File: config.mk
export PLATFORM = sky130hd
export DESIGN_NAME = uart_tx_word
export DESIGN_NICKNAME = d
export VERILOG_FILES = /design/src/rtl/cpu_uart_pkg.sv /design/src/rtl/uart_tx_byte.sv /design/src/rtl/uart_tx_word.sv
export SDC_FILE = /design/constraint.sdc
export NUM_CORES = 1
export LEC_CHECK = 0
export BUFFER_PORTS_ARGS = -buffer_cell sky130_fd_sc_hd__buf_2
export CORE_MARGIN = 2
export CORE_UTILIZATION = 60
export DETAILED_ROUTE_END_ITERATION = 10
export PLACE_DENSITY_LB_ADDON = 0.3
export SLEW_MARGIN = 20
export SYNTH_ARGS = -nofsm -noshare
export SYNTH_HDL_FRONTEND = slang
export SYNTH_HIERARCHICAL = 1
export SYNTH_SLANG_ARGS = --single-unit
export TNS_END_PERCENT = 1
File: constraint.sdc
create_clock -name clk -period 4.8 [get_ports clk]
set_input_delay 0 -clock clk [delete_from_list [all_inputs] [get_ports clk]]
set_output_delay 0 -clock clk [all_outputs]
set_load 0.02 [all_outputs]
File: src/rtl/cpu_uart_pkg.sv
// cpu_uart_pkg: shared UART timing default, tx state encoding and line levels
package cpu_uart_pkg;
  localparam int CLKS_PER_BIT_DEF = 234;
  typedef logic [1:0] tx_state_t;
  localparam tx_state_t IDLE  = 2'd0;
  localparam tx_state_t START = 2'd1;
  localparam tx_state_t DATA  = 2'd2;
  localparam tx_state_t STOP  = 2'd3;
  localparam logic UART_IDLE  = 1'b1;
  localparam logic UART_START = 1'b0;
  localparam logic UART_STOP  = 1'b1;
endpackage

File: src/rtl/uart_tx_byte.sv
// uart_tx_byte: 8N1 byte framer with baud counter and registered line output
module uart_tx_byte
  import cpu_uart_pkg::*;
#(
  parameter int CLKS_PER_BIT = CLKS_PER_BIT_DEF
) (
  input  logic       clk,
  input  logic       reset_n,
  input  logic       byte_valid,
  input  logic [7:0] byte_data,
  output logic       byte_ready,
  output logic       byte_done,
  output logic       tx
);
  localparam int CW = $clog2(CLKS_PER_BIT);
  tx_state_t  state;
  logic [CW-1:0] cnt;
  logic [2:0] idx;
  logic [2:0] nidx;
  logic       last;
  assign last       = cnt == CW'(CLKS_PER_BIT - 1);
  assign nidx       = idx + 3'd1;
  assign byte_done  = state == STOP && last;
  assign byte_ready = state == IDLE || byte_done;
  // byte_data is read live; the word side keeps it stable for the whole frame
  always_ff @(posedge clk or negedge reset_n)
    if (!reset_n) begin
      state <= IDLE;
      cnt   <= '0;
      idx   <= '0;
      tx    <= UART_IDLE;
    end else begin
      cnt <= (state == IDLE || last) ? '0 : cnt + 1'b1;
      case (state)
        IDLE:
          if (byte_valid) begin
            state <= START;
            tx    <= UART_START;
          end
        START:
          if (last) begin
            state <= DATA;
            idx   <= '0;
            tx    <= byte_data[0];
          end
        DATA:
          if (last) begin
            if (idx == 3'd7) begin
              state <= STOP;
              tx    <= UART_STOP;
            end else begin
              idx <= nidx;
              tx  <= byte_data[nidx];
            end
          end
        STOP:
          if (last) begin
            state <= byte_valid ? START : IDLE;
            tx    <= byte_valid ? UART_START : UART_IDLE;
          end
      endcase
    end
endmodule

File: src/rtl/uart_tx_word.sv
// uart_tx_word: sends a DATA_W word as consecutive 8N1 frames, low byte first
module uart_tx_word
  import cpu_uart_pkg::*;
#(
  parameter int CLKS_PER_BIT = CLKS_PER_BIT_DEF,
  parameter int DATA_W       = 16
) (
  input  logic              clk,
  input  logic              reset_n,
  input  logic              in_valid,
  input  logic [DATA_W-1:0] in_data,
  output logic              in_ready,
  output logic              uart_tx,
  output logic              busy
);
  localparam int NB = DATA_W / 8;
  localparam int BW = NB > 1 ? $clog2(NB) : 1;
  logic [DATA_W-1:0] sh;
  logic [BW-1:0]     bcnt;
  logic act, more, accept, byte_valid, byte_ready, byte_done;
  assign more       = bcnt != BW'(NB - 1);
  assign in_ready   = ~act & byte_ready;
  assign busy       = ~in_ready;
  assign accept     = in_valid & in_ready;
  // requesting during the last stop cycle chains the next start bit directly
  assign byte_valid = accept | (act & more);
  always_ff @(posedge clk or negedge reset_n)
    if (!reset_n) begin
      sh   <= '0;
      bcnt <= '0;
      act  <= 1'b0;
    end else if (accept) begin
      sh   <= in_data;
      bcnt <= '0;
      act  <= 1'b1;
    end else if (byte_done) begin
      if (more) begin
        sh   <= sh >> 8;
        bcnt <= bcnt + 1'b1;
      end else
        act <= 1'b0;
    end
  uart_tx_byte #(.CLKS_PER_BIT(CLKS_PER_BIT)) u_byte (
    .clk       (clk),
    .reset_n   (reset_n),
    .byte_valid(byte_valid),
    .byte_data (sh[7:0]),
    .byte_ready(byte_ready),
    .byte_done (byte_done),
    .tx        (uart_tx)
  );
endmodule

Yosys cells after proc, flatten, opt, wreduce, memory -nomap -nowiden
Index checks and enable logic that the tools add are counted.
{"block": "totals", "reg_bits": 32, "inputBits": 19, "output_inout_bits": 3}
{"block": "op_classes", "add_sub_neg": 3, "order_cmp": 1, "eq_ne": 12, "mux": 30, "n_bitwise": 7, "reduce_logical": 12}
{"operator": "$mux W16", "n": 3}
{"operator": "$mux W1", "n": 14}
{"operator": "$ne A2 B1 Y1 const B", "n": 6}
{"operator": "$mux W2", "n": 5}
{"operator": "$mux W3", "n": 3}
{"operator": "$add A8 B1 Y8 const B", "n": 1}
{"operator": "$eq A8 B8 Y1 const B", "n": 1}
{"operator": "$mux W8", "n": 1}
{"operator": "$pmux W2 S4", "n": 1}
{"operator": "$reduce_and A4 Y1", "n": 2}
{"operator": "$pmux W3 S2", "n": 1}
{"operator": "$reduce_bool A2 Y1", "n": 3}
{"operator": "$reduce_and A5 Y1", "n": 1}
{"operator": "$eq A2 B2 Y1 const B", "n": 2}
{"operator": "$lt A3 B4 Y1 const B", "n": 1}
{"operator": "$pmux W1 S4", "n": 1}
{"operator": "$reduce_and A2 Y1", "n": 2}
{"operator": "$add A3 B1 Y3 const B", "n": 1}
{"operator": "$and A1 B1 Y1", "n": 3}
{"operator": "$bmux W1 S3", "n": 1}
{"operator": "$eq A3 B3 Y1 const B", "n": 1}
{"operator": "$not A1 Y1", "n": 3}
{"operator": "$eq A2 B1 Y1 const B", "n": 1}
{"operator": "$logic_not A2 Y1", "n": 1}
{"operator": "other kinds (5)", "n": 6}

Longest topological paths before layout
Gate-level depths: netlist (run 1).
{"block": "depth", "word_depth": 9, "depth_mapped": 14}

Cells and area by module
The synthesis (run 1) kept the hierarchy.
{"module": "uart_tx_byte", "instances": 1, "cells_per_inst": 82, "area_per_inst_um2": 894.6, "seq_area_each_um2": 351.6}
{"module": "uart_tx_word", "instances": 1, "cells_per_inst": 82, "area_per_inst_um2": 844.6, "seq_area_each_um2": 450.4}

Worst setup path before layout (run 1)
OpenSTA, ideal clock, no wires.
{"block": "synth_path", "kind": "flip-flop to flip-flop", "start": "reg u_byte.cnt[1]", "end": "reg u_byte.tx", "setup_time_ns": 0.085, "t_arrival_ns": 2.529, "t_required_ns": 4.715, "path_slack_ns": 2.187, "stages_incl_launch_ff": 15, "n_path_buf": 2, "synth_period_minus_slack_ns": 2.613, "cell_sequence": "dfrtp_1 > inv_1 > ha_1 > nand3b_1 > nor2_1 > and2_1 > or2_2 > and3b_1 > buf_4 > buf_6 > a21o_1 > inv_1 > a221oi_1 > a211oi_2 > mux2_1"}
{"block": "synth_between", "elab_chain_len": 9}
{"element": "start: declaration", "line": "uart_tx_byte.sv:17", "text": "logic [CW-1:0] cnt;"}
{"element": "start signal: assignment", "line": "uart_tx_byte.sv:33", "text": "cnt <= (state == IDLE || last) ? '0 : cnt + 1'b1;"}
{"element": "$eq A8 B8 Y1 *", "line": "uart_tx_byte.sv:21", "text": "assign last = cnt == CW'(CLKS_PER_BIT - 1);"}
{"element": "$logic_and A1 B1 Y1 *", "line": "uart_tx_byte.sv:23", "text": "assign byte_done = state == STOP && last;"}
{"element": "named net byte_done", "line": "uart_tx_word.sv:20", "text": "logic act, more, accept, byte_valid, byte_ready, byte_done;"}
{"element": "$logic_or A1 B1 Y1 *", "line": "uart_tx_byte.sv:24", "text": "assign byte_ready = state == IDLE || byte_done;"}
{"element": "named net byte_ready", "line": "uart_tx_word.sv:20"}
{"element": "$and A1 B1 Y1 *", "line": "uart_tx_word.sv:22", "text": "assign in_ready = ~act & byte_ready;"}
{"element": "$and A1 B1 Y1 *", "line": "uart_tx_word.sv:24", "text": "assign accept = in_valid & in_ready;"}
{"element": "$or A1 B1 Y1 *", "line": "uart_tx_word.sv:26", "text": "assign byte_valid = accept | (act & more);"}
{"element": "named net byte_valid", "line": "uart_tx_word.sv:20"}
{"element": "$mux W1", "line": "uart_tx_byte.sv:59", "text": "tx <= byte_valid ? UART_START : UART_IDLE;"}
{"element": "$mux W1", "line": "uart_tx_byte.sv:57", "text": "if (last) begin"}
{"element": "$pmux W1 S4", "line": "uart_tx_byte.sv:34", "text": "case (state)"}
{"element": "end signal: assignment", "line": "uart_tx_byte.sv:44", "text": "tx <= byte_data[0];"}
{"element": "end signal: assignment", "line": "uart_tx_byte.sv:53", "text": "tx <= byte_data[nidx];"}
{"element": "end signal: assignment", "line": "uart_tx_byte.sv:59"}
{"element": "end: declaration", "line": "uart_tx_byte.sv:13", "text": "output logic tx"}
Mark *: on every way through the listed nets, which the timed path passes. The rest lies on a longest branch. The select of a mux whose other input is x is not followed.
A chain may end at the register's enable or synchronous reset.

Worst setup path after layout (run 1)
Ends and elaborated chain as after synthesis.

==> out/metrics.yaml, run 1 <==
run_status:
  status: "complete, no violations"
synthesis:
  synth_edf_count: 0
  synth_area_um2: 1740
  syn_inst: 164
  seq_area_frac_synth_pct: 46.1
  ys_seq_elements: 32
  synth_top_cell_area_share_pct: 44.6
  synth_top_family_by_area: "simple AND/OR/NAND/NOR gates"
  muxShareOfSynthArea_pct: 10.1
  synth_area_leaders: "dfrtp_1, mux2i_1, ha_1"
  synth_cell_types: 38
  synth_fp_nets: 192
  synth-simple-area-share_pct: 14.3
  synth_xor_xnor_area_share_pct: 3.02
  synth_compound_area_share_pct: 13.1
  yosys_warnings: 6
  synthAdderAreaFrac_pct: 6.47
  synth_area_leader_cell: "dfrtp_1"
  synthFlopType: "dfrtp_1"
  synth_area_per_cell_um2: 10.6
  async_flop_share_pct: 100
sta:
  setup_slack_ps: 2090
  hold_viol: 0
  clock.fmax_mhz: 370
  min_period_over_period_pct: 56.4
  slew_headroom_pct: 54.9
  hold_slack_ps: 236
  rsz0062_at_grt: "no"
  fin_crit_ps: 2710
  maxSlewViolCount: 0
  fin_worst_skew_ps: 6.30
  setup_tns_ps: 0
  tightest_slew_ps: 677
  finalSetupViolCount: 0
power_and_ir_drop:
  p_int_mw: 0.422
  clkPwrFrac_pct: 43.8
  pwr-share-comb_pct: 4.3
  power_mw: 0.520
  power_frac_seq_pct: 51.8
  swShare_pct: 18.9
  p_switching_mw: 0.0980
  cellLeakagePower_nw: 0.989
  power_density_nw_per_um2: 252
  peakVddDrop_mv: 0.288
global_route:
  antenna_found_initial: 0
  grt_pass1_wl_um: 5620
  grt-ovfl-total: 0
  grt_use_total_pct: 22.6
  grt_pass1_vias: 1288
  grt_max_degree: 35
route:
  ant_nets: 0
  avgViaCountPerCell: 5.64
  drtPass1Iterations: 4
  drc: 0
  drt_iter0_drc: 44
  routed_wl_um: 3400
  vias: 1325
  wire_per_inst_um: 14.5
  met3_length_um: 169
  met1Wirelength_um: 1510
  dr.max_layer_used: "met4"
  wl_met2_um: 1640
clock_tree:
  tritoncts: "built"
  cts_root_buf: "clkbuf_4"
  post_cts_buffers: 0
  h-tree-depth: 2
  cts_buffers: 5
  cts_resized: 0
  cts.clk_slew.worst_paths_ps: 100
  clock_latency_ps: 340
  clock_path_buffers: 2
  cts_sinks: 32
floorplan:
  std_cell_rows: 19
  core_um2: 2760
  fp.dieW_um: 57.8
  die_h_um: 57.8
  die_area_um2: 3350
  pin_count: 22
  initial_core_util_pct: 63.1
critical_path:
  cp.arrival_ps: 2970
  cp-startpoint: "u_byte/cnt[1]$_DFF_PN0_"
  cpMostUsedCell: "inv_1"
  cp_data_required_time_ps: 5070
  worst-path-max-fanout: 5
  slowest_delay_ps: 410
  cp_cell_sequence: "inv_1 -> ha_1 -> nand3b_1 -> nor2_1 -> and2_1 -> or2_2 -> and3b_1 -> a21o_1 -> inv_1 -> a221oi_1 -> a211oi_2 -> mux2_1"
  setup.worst_path.class: "reg -> reg"
  r2r-start: "u_byte/cnt[1]$_DFF_PN0_"
  cp_slowest_cell: "dfrtp_1"
  crit_path_start_kind: "flip-flop"
  end_kind: "flip-flop"
  r2r_cells: 12
place:
  place_area_um2: 1800
  dp_slack_ps: 2150
  dp_cells: 210
  place_congestion: 0.781
  dpl.hpwl_um: 2220
  io_buffers: 21
layout:
  drive_above_1_share_pct: 18.1
  finalNonFillerCells: 235
  final_util_pct: 74.8
  stdcell_area_um2: 2060
  synthToLayoutAreaGrowth_pct: 18.6
  final_cell_mix: "dfrtp_1, nand2_1, buf_2"
  finalNetCount: 231
  antenna_cells: 0
  layout_commonest_cell: "dfrtp_1"
worst_hold_path:
  hold_path_class: "in -> async"
run:
  cap_violations: 0
[power by group through the flow]
stage                     Combinational, mW  Sequential [mW]  Clock, mW
final                                0.0226            0.269      0.228
after global routing                 0.0252            0.270      0.248
after CTS                            0.0228            0.269      0.235
after detailed placement             0.0123            0.275          0
after global placement               0.0121            0.275          0
after floorplan                    0.000148            0.275          0
[timing repair]
action,CTS,global route
hold buffers,17,0
setup endpoints to repair,0,0
endpoints found under the hold margin,47,0
[cell usage after synthesis, types with 2 or more instances]
cell type,count
mux2i_1,12
buf_6,4
a221oi_1,2
xor2_1,4
o21ai_0,4
and3_1,2
xnor2_1,2
inv_1,7
ha_1,9
nor2_1,11
nand2_1,25
a22o_1,5
and2_1,2
dfrtp_1,31
a21o_1,2
nor3_1,2
o21ai_1,14
buf_12,2
o221ai_1,2
mux2_2,2
nand3_1,3
[kinds of logic (layout without fill, tap and decap cells)]
group | count (synthesis) | count (layout)
adder cells (fa/ha/maj) | 9 | 9
flip-flops | 32 | 32
AND/OR/NAND/NOR | 53 | 53
AO/OA/AOI/OAI | 34 | 34
buffers and inverters | 14 | 54
XOR/XNOR | 6 | 6
multiplexers | 16 | 16
[cell type report]
class	instances	area, µm²
clock inverter	1	30.0
multi-input combinational	118	818
clock buffer	7	65.1
tap	31	38.8
inverter	7	26.3
timing repair buffer	39	283
sequential	32	802
fill	203	694
[critical path: cells and delay by family, from the launching register on]
family / cells / cell delay, ps
adders and majority gates: 1 / 130
and+or+nand+nor: 5 / 990
buffers and inverters: 2 / 160
DFF: 1 / 410
muxes: 1 / 300
AOI/OAI and AO/OA: 3 / 650
[final timing paths]
| check | end | slack [ps] |
|---|---|---|
| worst max-delay path | u_byte/tx$_DFFE_PN1P_ | 2090 |
| worst min-delay path | sh[11]$_DFFE_PN0P_ | 240 |
| worst max register to register | u_byte/tx$_DFFE_PN1P_ | 2090 |
| worst min register to register | sh[13]$_DFFE_PN0P_ | 530 |
| max in group asynchronous | sh[10]$_DFFE_PN0P_ | 4120 |
| min in group clk | bcnt$_DFFE_PN0P_ | 350 |
[sequential cells by signal (all words and copies together), names as in the netlist]
signal	count
u_byte/cnt	8
u_byte/tx	1
u_byte/idx	3
u_byte/state	2
bcnt	1
sh	16
act	1
[per-layer routing]
layer,global-route usage (%),vias up
met4,9.63,0
met5,0,-
li1,-,649
met1,28.9,632
met3,6.92,10
met2,35.7,34
Note: power is estimated with default switching activity, not from simulation.
==> inputs of run 2 (changes only) <==
--- a/config.mk
+++ b/config.mk
@@ -7,7 +7,7 @@
 export LEC_CHECK = 0
 export BUFFER_PORTS_ARGS = -buffer_cell sky130_fd_sc_hd__buf_2
 export CORE_MARGIN = 2
-export CORE_UTILIZATION = 60
+export CORE_UTILIZATION = 57
 export DETAILED_ROUTE_END_ITERATION = 10
 export PLACE_DENSITY_LB_ADDON = 0.3
 export SLEW_MARGIN = 20
==> constraint.sdc (replaced) <==
create_clock -name clk -period 2.7 [get_ports clk]
set_input_delay 0 -clock clk [delete_from_list [all_inputs] [get_ports clk]]
set_output_delay 0 -clock clk [all_outputs]
set_load 0.02 [all_outputs]
==> run 2 against run 1 <==
  * Power up 54%
  * Sequential cell count stayed put
  * Sequential share of layout area is 0.40 points higher
  * Critical path depth unchanged
  * Wire length down 3.2%
  * Utilization is 6.2 points lower
  * Critical path type unchanged
==> out/metrics.yaml, run 2 (same netlist as run 1, synthesis figures left out) <==
layout:
  final_util_pct: 68.6
  drive_above_1_share_pct: 19.0
  final_cell_mix: "dfrtp_1, nand2_1, buf_2"
  largest_register_ffs: 16
  antenna_cells: 0
  top_regs: "sh: 16 flops, u_byte/cnt: 8 flops, u_byte/idx: 3 flops"
  synthToLayoutAreaGrowth_pct: 17.4
  stdcell_area_um2: 2040
  finalNetCount: 232
  layout_commonest_cell: "dfrtp_1"
  finalNonFillerCells: 238
  top_register: "sh"
global_route:
  grt_max_degree: 35
  grt_pass1_wl_um: 5790
  grt_pass1_vias: 1356
  antenna_found_initial: 0
  grt_use_total_pct: 22.1
  grt-ovfl-total: 0
clock_tree:
  clock_path_buffers: 2
  h-tree-depth: 2
  cts_root_buf: "clkbuf_4"
  cts.clk_slew.worst_paths_ps: 100
  clock_latency_ps: 320
  cts_sinks: 32
  post_cts_buffers: 0
  cts_buffers: 5
  tritoncts: "built"
power_and_ir_drop:
  p_switching_mw: 0.173
  swShare_pct: 21.6
  power_mw: 0.801
  peakVddDrop_mv: 0.294
  p_int_mw: 0.628
  pwr-share-comb_pct: 5.1
  power_density_nw_per_um2: 392
  cellLeakagePower_nw: 0.980
  clkPwrFrac_pct: 35.1
  power_frac_seq_pct: 59.8
route:
  drt_iter0_drc: 49
  routed_wl_um: 3290
  drc: 0
  vias: 1313
  wire_per_inst_um: 13.8
  ant_nets: 0
  drtPass1Iterations: 4
  avgViaCountPerCell: 5.52
place:
  io_buffers: 21
  dpl.hpwl_um: 2130
  place_area_um2: 1810
  dp_slack_ps: 217
  dp_cells: 213
  place_congestion: 0.854
sta:
  setup_slack_ps: 227
  maxSlewViolCount: 0
  min_period_over_period_pct: 91.6
  finalSetupViolCount: 0
  rsz0062_at_grt: "no"
  slew_headroom_pct: 53.5
  hold_viol: 0
  fin_crit_ps: 2470
  hold_slack_ps: 257
  fin_worst_skew_ps: 6.12
  setup_tns_ps: 0
  clock.fmax_mhz: 404
  tightest_slew_ps: 698
critical_path:
  setup.worst_path.class: "reg -> reg"
  worst-path-max-fanout: 5
  cp_data_required_time_ps: 2950
  rrSetupSlack_ps: 230
  end_kind: "flip-flop"
  crit_path_start_kind: "flip-flop"
  cp.arrival_ps: 2720
floorplan:
  fp.dieW_um: 59.2
  initial_core_util_pct: 58.4
  die_h_um: 59.2
  die_area_um2: 3510
  core_um2: 2980
  std_cell_rows: 20
  pin_count: 22
run:
  cap_violations: 0
worst_hold_path:
  hold_path_class: "in -> async"
run_status:
  status: "complete, no violations"
==> run 2: cell types whose count changed in the layout (fill, tap and decap cells not counted) <==
| cell | before | now |
|---|---|---|
| buf_4 | 1 | 2 |
| nor2_1 | 11 | 10 |
| bufinv_16 | 1 | 0 |
| clkbuf_8 | 2 | 1 |
| nor2_2 | 0 | 1 |
| clkinv_2 | 0 | 2 |
==> run 2: worst max-delay path, stage by stage (launching register included) <==
cell and delay, ps:
dfrtp_1 420, inv_1 70, ha_1 130, nand3b_1 130
nor2_2 220, and2_1 170, or2_2 120, and3b_1 180
a21o_1 160, inv_1 70, a221oi_1 330, a211oi_2 110
mux2_1 290
==> run 2: repair_timing <==
item | in CTS | in global routing
gates resized for setup | 0 | 1
setup endpoints to repair | 0 | 1
hold endpoints to repair | 47 | 0
hold buffers | 17 | 0
==> run 2: layer usage <==
metal,vias to the layer above,global-route usage [%],part of all wire [%]
li1,649,-,-
met1,631,26.1,45
met2,28,38.9,50
met3,5,4.15,3.8
met4,0,9.09,1.3
met5,-,0,0
==> run 2: final timing paths <==
path                                         startpoint                     endpoint  depth (start not counted)
worst max-delay path            u_byte/cnt[1]$_DFF_PN0_        u_byte/tx$_DFFE_PN1P_                         12
worst min-delay path                            reset_n  u_byte/state[0]$_DFFE_PN0P_                          2
worst max register to register  u_byte/cnt[1]$_DFF_PN0_        u_byte/tx$_DFFE_PN1P_                         12
worst min register to register       sh[12]$_DFFE_PN0P_           sh[12]$_DFFE_PN0P_                          2
max in group asynchronous                       reset_n            sh[3]$_DFFE_PN0P_                          2
min in group clk                               in_valid             bcnt$_DFFE_PN0P_                          4
==> run 2: cell type report <==
class	instances	area (µm²)
Fill cell	224	936
Tap cell	33	41.3
Clock buffer	6	51.3
Timing Repair Buffer	40	290
Clock inverter	2	10.0
Inverter	7	26.3
Multi-Input combinational cell	118	821
Sequential cell	32	802
==> run 2: power groups by stage <==
stage,sequential (mW),clock (mW),combinational [mW]
floorplan,0.488,0,0.000263
global placement,0.488,0,0.0215
detailed placement,0.488,0,0.0219
CTS,0.479,0.295,0.0407
global route,0.479,0.315,0.0451
finish,0.479,0.281,0.0408
